[src/rtl/serial_link_pkg.sv]
// Shared definitions for the single-wire serial link: frame states, line levels, frame timing.
package serial_link_pkg;

    typedef enum logic [2:0] {
        IDLE   = 3'd0,
        START  = 3'd1,
        DATA   = 3'd2,
        PARITY = 3'd3,
        STOP   = 3'd4
    } tx_state_e;

    localparam logic IDLE_LEVEL  = 1'b1;
    localparam logic START_LEVEL = 1'b0;

    // Clocks from the first start-bit cycle to the last stop-bit cycle.
    function automatic int frame_len(input int width, input int cpb, input int par);
        return (2 + width + par) * cpb;
    endfunction

endpackage

[src/rtl/bit_timer.sv]
// Bit-period timer: counts 0..CLKS_PER_BIT-1 and flags the last cycle of each bit.
// Latency: bit_done is combinational from the count; clear or reset returns the count to 0 next edge.
// Backpressure: none; free-running while clear is low.
module bit_timer #(
    parameter int CLKS_PER_BIT = 4
) (
    input  logic clock,
    input  logic reset,
    input  logic clear,
    output logic bit_done
);

    localparam int CW = (CLKS_PER_BIT > 1) ? $clog2(CLKS_PER_BIT) : 1;
    localparam logic [CW-1:0] LAST = CW'(CLKS_PER_BIT - 1);

    logic [CW-1:0] bit_cnt;

    assign bit_done = (bit_cnt == LAST);

    // With CLKS_PER_BIT=1 the count sits at 0 and every cycle ends a bit.
    always_ff @(posedge clock) begin
        if (reset || clear || bit_done) begin
            bit_cnt <= '0;
        end else begin
            bit_cnt <= bit_cnt + CW'(1);
        end
    end

endmodule

[src/rtl/serial_frame_tx.sv]
// Parallel-in serial-out frame transmitter: start, data LSB first, optional even parity, stop.
// Latency: start bit appears the cycle after the handshake; frame lasts (2+DATA_WIDTH+PARITY_EN)*CLKS_PER_BIT.
// Backpressure: data_ready only in IDLE and not in reset; inputs ignored while a frame is in flight.
module serial_frame_tx
    import serial_link_pkg::*;
#(
    parameter int DATA_WIDTH   = 8,
    parameter int CLKS_PER_BIT = 4,
    parameter int PARITY_EN    = 1
) (
    input  logic                  clock,
    input  logic                  reset,
    input  logic [DATA_WIDTH-1:0] data_in,
    input  logic                  data_valid,
    output logic                  data_ready,
    output logic                  tx_out,
    output logic                  busy
);

    localparam int IW = $clog2(DATA_WIDTH + 1);
    localparam logic [IW-1:0] LAST_IDX = IW'(DATA_WIDTH - 1);

    tx_state_e             state;
    logic [DATA_WIDTH-1:0] shift_reg;
    logic [DATA_WIDTH-1:0] shift_nxt;
    logic                  parity_bit;
    logic [IW-1:0]         bit_idx;
    logic                  bit_done;
    logic                  timer_clear;
    logic                  handshake;

    assign data_ready  = (state == IDLE) && !reset;
    assign handshake   = data_valid && data_ready;
    assign busy        = (state != IDLE);
    assign timer_clear = (state == IDLE);
    assign shift_nxt   = shift_reg >> 1;

    bit_timer #(
        .CLKS_PER_BIT(CLKS_PER_BIT)
    ) u_bit_timer (
        .clock   (clock),
        .reset   (reset),
        .clear   (timer_clear),
        .bit_done(bit_done)
    );

    // tx_out is registered, so each transition loads the level of the bit that follows.
    always_ff @(posedge clock) begin
        if (reset) begin
            state      <= IDLE;
            tx_out     <= IDLE_LEVEL;
            shift_reg  <= '0;
            parity_bit <= 1'b0;
            bit_idx    <= '0;
        end else begin
            case (state)
                IDLE: begin
                    tx_out <= IDLE_LEVEL;
                    if (handshake) begin
                        state      <= START;
                        tx_out     <= START_LEVEL;
                        shift_reg  <= data_in;
                        parity_bit <= ^data_in;
                        bit_idx    <= '0;
                    end
                end
                START: begin
                    if (bit_done) begin
                        state  <= DATA;
                        tx_out <= shift_reg[0];
                    end
                end
                DATA: begin
                    if (bit_done) begin
                        shift_reg <= shift_nxt;
                        if (bit_idx == LAST_IDX) begin
                            bit_idx <= '0;
                            if (PARITY_EN != 0) begin
                                state  <= PARITY;
                                tx_out <= parity_bit;
                            end else begin
                                state  <= STOP;
                                tx_out <= IDLE_LEVEL;
                            end
                        end else begin
                            bit_idx <= bit_idx + IW'(1);
                            tx_out  <= shift_nxt[0];
                        end
                    end
                end
                PARITY: begin
                    if (bit_done) begin
                        state  <= STOP;
                        tx_out <= IDLE_LEVEL;
                    end
                end
                STOP: begin
                    if (bit_done) begin
                        state  <= IDLE;
                        tx_out <= IDLE_LEVEL;
                    end
                end
                default: begin
                    state  <= IDLE;
                    tx_out <= IDLE_LEVEL;
                end
            endcase
        end
    end

endmodule

[config.mk]
export PLATFORM = sky130hd
export DESIGN_NAME = serial_frame_tx
export DESIGN_NICKNAME = d
export VERILOG_FILES = /design/src/rtl/serial_link_pkg.sv /design/src/rtl/bit_timer.sv /design/src/rtl/serial_frame_tx.sv
export SDC_FILE = /design/constraint.sdc
export NUM_CORES = 1
export LEC_CHECK = 0
export ABC_AREA = 1
export BUFFER_PORTS_ARGS = -buffer_cell sky130_fd_sc_hd__clkbuf_2
export CORE_AREA = 2 2 60 56
export DETAILED_ROUTE_END_ITERATION = 8
export DIE_AREA = 0 0 62 58
export SKIP_CTS_REPAIR_TIMING = 1
export SLEW_MARGIN = 20
export SYNTH_ARGS = -nofsm -noshare
export SYNTH_HDL_FRONTEND = slang
export SYNTH_SLANG_ARGS = --single-unit
[constraint.sdc]
create_clock -name clock -period 1.25 [get_ports clock]
set_input_delay 0.1875 -clock clock [delete_from_list [all_inputs] [get_ports clock]]
set_output_delay 0.1875 -clock clock [all_outputs]
set_load 0.05 [all_outputs]
**Yosys cells after proc, flatten, opt, wreduce, memory -nomap -nowiden**

Cells that the tools add are included.

- Bits in registers: 19
- Logic and storage cells: 55
- Output and inout bits: 3

- Equal/unequal tests: 13
- Add/subtract/negate cells: 2
- Multiplexer cells: 20
- Reductions and logical operators: 14

Operator list:

| kind | number |
|---|---|
| $mux 3 | 6 |
| $mux 8 | 2 |
| $pmux 8 s2 | 1 |
| $pmux 3 s5 | 1 |
| $mux 4 | 3 |
| $ne 2x1->1 const B | 5 |
| $pmux 4 s2 | 1 |
| $reduce_xor 8->1 | 1 |
| $eq 3x2->1 const B | 2 |
| $reduce_and 3->1 | 2 |
| $reduce_and 6->1 | 1 |
| $mux 1 | 5 |
| $add 4x1->4 const B | 1 |
| $eq 4x3->1 const B | 1 |
| $ne 2x2->1 const B | 2 |
| $pmux 1 s4 | 1 |
| $eq 3x1->1 const B | 1 |
| $eq 3x3->1 const B | 1 |
| $logic_not 3->1 | 1 |
| $reduce_bool 3->1 | 1 |
| $add 2x1->2 const B | 1 |
| $eq 2x2->1 const B | 1 |
| $logic_and 1x1->1 | 2 |
| $logic_or 1x1->1 | 2 |
| other kinds (4) | 4 |

**Depth between registers and ports, before layout**

Gate-level depths: netlist of the first run.

- Depth in word-level cells: 5
- Gate-level depth with buffers: 9
- Mapped depth without buffers: 9

**Cells and area by module**

From an unflattened synthesis of the first run, not the netlist that was laid out.

- Cells, all modules: 202
- Area total of the unflattened synthesis: 1,201.2 µm²

Modules (own cells, without submodules):

| module | instances | sequential area each (µm²) | cells an instance | area an instance (µm²) |
|---|---|---|---|---|
| serial_frame_tx | 1 | 340.3 | 193 | 1,126.1 |
| bit_timer | 1 | 40.0 | 9 | 75.1 |

**Worst setup path after synthesis of the first run**

No wires, ideal clock.

- Path type: reg-to-reg
- From: register state[1]
- To: register parity_bit
- Path buffers: 0
- Path slack: -0.682 ns
- Data arrival time: 1.873 ns
- Setup time: 0.059 ns
- Stages on the path, launching flop included: 7
- Path through: dfxtp_1 > nor2_4 > nand2_2 > nor2_1 > nand2_1 > nand3b_1 > nand2_1

- Cells in the longest elaborated chain, start to end: 4

Ends and longest elaborated chain:

| what | line | source |
|---|---|---|
| start, declared | serial_frame_tx.sv:23 | `tx_state_e state;` |
| start signal, assigned | serial_frame_tx.sv:50 | `state <= IDLE;` |
| start signal, assigned | serial_frame_tx.sv:60 | `state <= START;` |
| start signal, assigned | serial_frame_tx.sv:69 | `state <= DATA;` |
| $logic_not 3->1 | serial_frame_tx.sv:32 | `assign data_ready = (state == IDLE) && !reset;` |
| $logic_and 1x1->1 | serial_frame_tx.sv:32 |  |
| named net data_ready | serial_frame_tx.sv:15 | `output logic data_ready,` |
| $logic_and 1x1->1 | serial_frame_tx.sv:33 | `assign handshake = data_valid && data_ready;` |
| $reduce_and 2->1 (no source line) | - |  |
| end signal, assigned | serial_frame_tx.sv:63 | `parity_bit <= ^data_in;` |
| end, declared | serial_frame_tx.sv:26 | `logic parity_bit;` |

The timed path passes the listed nets, and every way through them passes these cells.
A chain may end at the register's enable or synchronous reset.

**Worst setup path after layout of the first run**

- From: register state[1]
- To: output data_ready

- Cells in the longest elaborated chain, start to end: 2

Ends and longest elaborated chain:

| what | line |
|---|---|
| $logic_not 3->1 | serial_frame_tx.sv:32 |
| $logic_and 1x1->1 | serial_frame_tx.sv:32 |
| end, declared | serial_frame_tx.sv:15 |

Every way passes these cells.

==> flow_metrics.env, run 1 <==
export IMPL_tightest_slew_ps=292
export IMPL_grt_max_degree=14
export IMPL_syn2layout_area_growth_pct=50.7
export IMPL_nFillCells=272
export IMPL_hold_depth=4
export IMPL_cp_arrival_ps=1210
export IMPL_grt_usage_pct=17.7
export IMPL_worstPathCellList="nor2_4, nand2_8, nor2_4, buf_8"
export IMPL_status="finished with violations"
export IMPL_max_freq_ghz=0.714
export IMPL_synth_compound_area_share_pct=13.2
export IMPL_largest_register_ffs=8
export IMPL_min_to="parity_bit"
export IMPL_crit_cells=4
export IMPL_critPathTopFamily="flip-flops"
export IMPL_pre_cts_ws_ps=-74.5
export IMPL_powerDensity_nw_per_um2=2810
export IMPL_drt_first_pass_iters=4
export IMPL_rsz0062_at_grt="true"
export IMPL_crit_type="reg2out"
export IMPL_cts_root_buffer="clkbuf_4"
export IMPL_drt_antenna_violating_nets=0
export IMPL_final_nets=228
export IMPL_worst_path_buf_inv=1
export IMPL_cts_sinks=19
export IMPL_netlist_area_leader_share_pct=33.1
export IMPL_initial_core_util_pct=38.7
export IMPL_synthAdderAreaFrac_pct=2.18
export IMPL_r2r_start="state[1]"
export IMPL_final_area_um2=1730
export IMPL_hpwl_um=2090
export IMPL_synth_avg_cell_area_um2=6.68
export IMPL_synthMuxAreaShare_pct=0
export IMPL_switching_share_pct=47.6
export IMPL_violations="setup timing"
export IMPL_critPathMaxFanout=5
export IMPL_grt_pass1_vias=1129
export IMPL_final_common_cell="nand2_1"
export IMPL_vias=1245
export IMPL_place_congestion=0.779
export IMPL_layout_common_cells="nand2_1 (52), buf_4 (21), nor2_1 (14)"
export IMPL_viasPerCell=4.86
export IMPL_grt_pass1_wl_um=4880
export IMPL_rows=19
export IMPL_cts_path_max_buffers=2
export IMPL_postPlaceCellArea_um2=1410
export IMPL_reg2regPathDepth=5
export IMPL_drv_slew=0
export IMPL_pwr_share_comb_pct=72.1
export IMPL_drv_cap=0
export IMPL_slowest_stage="dfxtp_4"
export IMPL_cts_buffers=3
export IMPL_critPathRequiredTime_ps=1060
export IMPL_wl_per_cell_um=12.2
export IMPL_clock_latency_ps=300
export IMPL_p_int_mw=2.54
export IMPL_drc=0
export IMPL_drt_iter0_drc=28
export IMPL_min_path_type="in2reg"
export IMPL_yosysTopAreaCell="dfxtp_1"
export IMPL_synth_top_family_by_area="simple AND/OR/NAND/NOR gates"
export IMPL_synthesis_nets=185
export IMPL_crit_path_start_kind="flip-flop"
export IMPL_postLayoutCoreUtil_pct=58.2
export IMPL_finalCriticalPeriod_ps=1400
export IMPL_die_h_um=58
export IMPL_clk_pin_slew_ps=110
export IMPL_synth_seq_cells=19
export IMPL_antenna_found_initial=0
export IMPL_ys_seq_area_share_pct=33.1
export IMPL_core_um2=2970
export IMPL_finalCritPeriodShare_pct=112
export IMPL_io_pins=14
export IMPL_slowest_delay_ps=380
export IMPL_setup_viol=12
export IMPL_r2r_slack_ps=-80
export IMPL_hp_start="data_valid"
export IMPL_drive_gt1_share_pct=40.2
export IMPL_synthXorXnorAreaFrac_pct=6.86
export IMPL_synth_cell_types=26
export IMPL_syn_inst=172
export IMPL_ys_warnings_count=0
export IMPL_die_area_um2=3600
export IMPL_synthSimpleGateAreaFrac_pct=36.8
export IMPL_grt_overflow=0
export IMPL_routed_wl_um=3130
export IMPL_synth_area_leaders="dfxtp_1 (33%), nand2_1 (19%), nor2_1 (5.9%)"
export IMPL_hold_viol=0
export IMPL_power_leakage_nw=0.797
export IMPL_worst_path_most_repeated_cell="nor2_4"
export IMPL_cp_end_kind="output pin"
export IMPL_p_switching_mw=2.31
export IMPL_pwr_share_clk_pct=6.5
export IMPL_antennaDiodeCount=0
export IMPL_die_w_um=62
export IMPL_cts_max_level=1
export IMPL_port_buffers=13
export IMPL_synth_area_um2=1150
export IMPL_fin_skew_ps=8.97
export IMPL_setup_ws_ps=-150
export IMPL_r2r_end="bit_idx[1]"
export IMPL_p_seq_share_pct=21.4
export IMPL_ir_drop_v=0.000990
export IMPL_slew_headroom_pct=80.5
export IMPL_cts_tree="yes"
-- power by group through the flow --
stage	clock, mW	sequential [mW]	combinational (mW)
after CTS	0.324	0.998	2.35
after detailed placement	0	1.01	2.34
after global routing	0.345	1.06	3.83
after floorplan	0	1.04	1.66
after global placement	0	1.01	2.30
final	0.316	1.04	3.50
-- stage by stage --
step	total power [mW]	cells	setup TNS [ps]	hold WS [ps]
floorplan	2.70	172	-90.1	351
global placement	3.31	239	-16.7	407
detailed placement	3.35	239	-169	414
CTS	3.67	243	-768	184
global route	5.24	256	-1740	201
finish	4.86	256	-737	184
-- cell usage after synthesis, drive strengths merged --
cell type and instances:
nand2 60, dfxtp 19, nor2 19, inv 14, a21oi 13, nand3 11, o21ai 9, buf 5
nand4 5, xor2 5, xnor2 4, ha 2, a41oi 1, clkbuf 1, nand3b 1, nor3b 1
o211ai 1, o31ai 1
-- worst min-delay path: stages --
cell and delay (ps):
clkbuf_2 90, nand2_1 60, nand3_1 60, nand2_1 50
-- metal layers --
metal | GRT usage, % | wire [um]
met4 | 3.34 | 34
met1 | 25.8 | 1560
met3 | 4.24 | 76
met5 | 0 | 0
met2 | 26.6 | 1460
-- cells by family (layout without fill, tap and decap cells) --
logic type	count (synthesis)	in the layout
xor+xnor	9	9
simple gates	97	98
flops	19	19
compound gates	25	25
buf+inv	20	61
fa+ha+maj	2	2
-- final cells by class --
cell class / instances / area, um^2 / area share (%)
well taps: 42 / 52.6 / 3.04
multi-input cells: 134 / 845 / 48.8
clock buffers: 4 / 26.3 / 1.52
repair buffers: 43 / 354 / 20.5
flip-flops and latches: 19 / 395 / 22.8
inverters: 14 / 57.6 / 3.33
-- worst max path at each step --
stage               start    endpoint  slack, ps
2_1_floorplan    state[0]  parity_bit        -90
3_3_place_gp   bit_idx[0]    state[2]        -20
3_5_place_dp   bit_idx[0]    state[2]        -70
4_1_cts          state[1]  data_ready       -310
5_1_grt          state[1]  data_ready       -210
6_report         state[1]  data_ready       -150
No activity file was read; power rests on OpenSTA's default activity.
==> run 2: changes to the inputs <==
--- a/config.mk
+++ b/config.mk
@@ -6,10 +6,11 @@
 export NUM_CORES = 1
 export LEC_CHECK = 0
 export ABC_AREA = 1
-export BUFFER_PORTS_ARGS = -buffer_cell sky130_fd_sc_hd__clkbuf_2
+export ABC_CLOCK_PERIOD_IN_PS = 1250
 export CORE_AREA = 2 2 60 56
 export DETAILED_ROUTE_END_ITERATION = 8
 export DIE_AREA = 0 0 62 58
+export DONT_BUFFER_PORTS = 1
 export SKIP_CTS_REPAIR_TIMING = 1
 export SLEW_MARGIN = 20
 export SYNTH_ARGS = -nofsm -noshare
==> run 2 against run 1 <==
  * Final area fell by 9.4%
  * Sequential share of layout area rose by 2.4 points
  * Via count fell by 3.7%
  * The run still ends with setup timing left
  * Sequential cell count did not move
  * Clock-buffer cell count did not move
  * Maximum frequency rose by 3.2%
  * Sequential power barely moved
  * First-iteration DRC count rose by 140%
==> flow_metrics.env, run 2 (synthesis results as in run 1) <==
export IMPL_status="finished with violations"
export IMPL_violations="setup timing"
export IMPL_syn2layout_area_growth_pct=36.5
export IMPL_powerDensity_nw_per_um2=2770
export IMPL_drv_cap=0
export IMPL_slew_headroom_pct=69.8
export IMPL_final_common_cell="nand2_1"
export IMPL_clk_pin_slew_ps=110
export IMPL_critPathMaxFanout=4
export IMPL_viasPerCell=5.00
export IMPL_largest_register_ffs=8
export IMPL_clock_latency_ps=300
export IMPL_final_area_um2=1570
export IMPL_max_freq_ghz=0.737
export IMPL_wl_per_cell_um=11.9
export IMPL_ir_drop_v=0.00135
export IMPL_die_h_um=58
export IMPL_crit_path_start_kind="flip-flop"
export IMPL_core_um2=2970
export IMPL_power_leakage_nw=0.714
export IMPL_min_path_type="in2reg"
export IMPL_cts_sinks=19
export IMPL_place_congestion=0.960
export IMPL_hpwl_um=1890
export IMPL_cts_root_buffer="clkbuf_4"
export IMPL_finalCriticalPeriod_ps=1360
export IMPL_hold_viol=0
export IMPL_drt_antenna_violating_nets=0
export IMPL_die_w_um=62
export IMPL_grt_usage_pct=15.9
export IMPL_finalCritPeriodShare_pct=109
export IMPL_grt_overflow=0
export IMPL_nFillCells=288
export IMPL_drc=0
export IMPL_finalNonFillerCells=240
export IMPL_cts_tree="yes"
export IMPL_grt_max_degree=14
export IMPL_drt_iter0_drc=66
export IMPL_multi_input_area_um2=797
export IMPL_antenna_found_initial=0
export IMPL_placed_cells=225
export IMPL_cts_max_level=1
export IMPL_setup_viol=10
export IMPL_io_pins=14
export IMPL_port_buffers=0
export IMPL_initial_core_util_pct=38.7
export IMPL_critPathRequiredTime_ps=1060
export IMPL_grt_pass1_vias=1023
export IMPL_final_seq_area_um2=395
export IMPL_whs_ps=72.4
export IMPL_drt_first_pass_iters=4
export IMPL_drive_gt1_share_pct=28.8
export IMPL_cp_arrival_ps=1170
export IMPL_setup_ws_ps=-107
export IMPL_rows=19
export IMPL_die_area_um2=3600
export IMPL_tightest_slew_ps=452
export IMPL_routed_wl_um=2860
export IMPL_rsz0062_at_grt="true"
export IMPL_vias=1199
export IMPL_crit_type="reg2out"
export IMPL_power_mw=4.35
export IMPL_grt_pass1_wl_um=4350
export IMPL_cts_path_max_buffers=2
export IMPL_cp_end_kind="output pin"
export IMPL_final_nets=212
export IMPL_fin_skew_ps=6.95
export IMPL_cts_buffers=3
export IMPL_antennaDiodeCount=0
export IMPL_postPlaceCellArea_um2=1320
export IMPL_drv_slew=0
export IMPL_layout_common_cells="nand2_1 (55), buf_4 (18), nor2_1 (15)"
-- run 2: cell types whose count changed in the layout (fill, tap and decap cells not counted), moves of 3 or more --
cell and change:
nand2_2 -3, inv_1 +3, buf_4 -3, inv_2 -3, clkbuf_2 -11, nand2_1 +3
-- run 2: where the power goes --
part           switching, mW  internal, mW
Combinational           1.70          1.29
Clock                  0.187         0.125
Sequential             0.188         0.856
Total                   2.08          2.27
-- run 2: metal layers --
layer | part of all wire (%) | up-vias | GRT usage (%)
li1 | - | 608 | -
met1 | 49 | 564 | 21.9
met2 | 47 | 23 | 24.0
met3 | 3.4 | 4 | 4.46
met4 | 0.84 | 0 | 4.56
met5 | 0 | - | 0
-- run 2: layout make-up --
type / instances / area share [%]
flip-flops and latches: 19 / 25.2
inverters: 14 / 3.67
well taps: 42 / 3.35
clock buffers: 4 / 1.68
multi-input cells: 134 / 50.8
repair buffers: 27 / 15.2
-- run 2: final timing paths --
kind,start,to,slack [ps],depth (start not counted)
setup / recovery,state[2],data_ready,-110,5
setup reg to reg,state[0],bit_idx[1],-70,7
hold reg to reg,u_bit_timer.bit_cnt[0],u_bit_timer.bit_cnt[0],400,1
hold / removal,data_valid,parity_bit,70,3
-- run 2: worst max-delay path, stage by stage, from the launching register on --
cell and delay [ps]:
dfxtp_4 380, inv_4 70, buf_6 110, nand2_8 50, nor2_4 100, buf_8 150
-- run 2: through the flow --
step | utilization [%] | setup WS [ps] | TNS, ps
final | 52.8 | -107 | -514
after global routing | 52.8 | -170 | -1790
after CTS | 45.1 | -231 | -801
after detailed placement | 44.3 | -75.3 | -236
after global placement | 44.3 | -57.7 | -100
after floorplan | - | -90.1 | -90.1
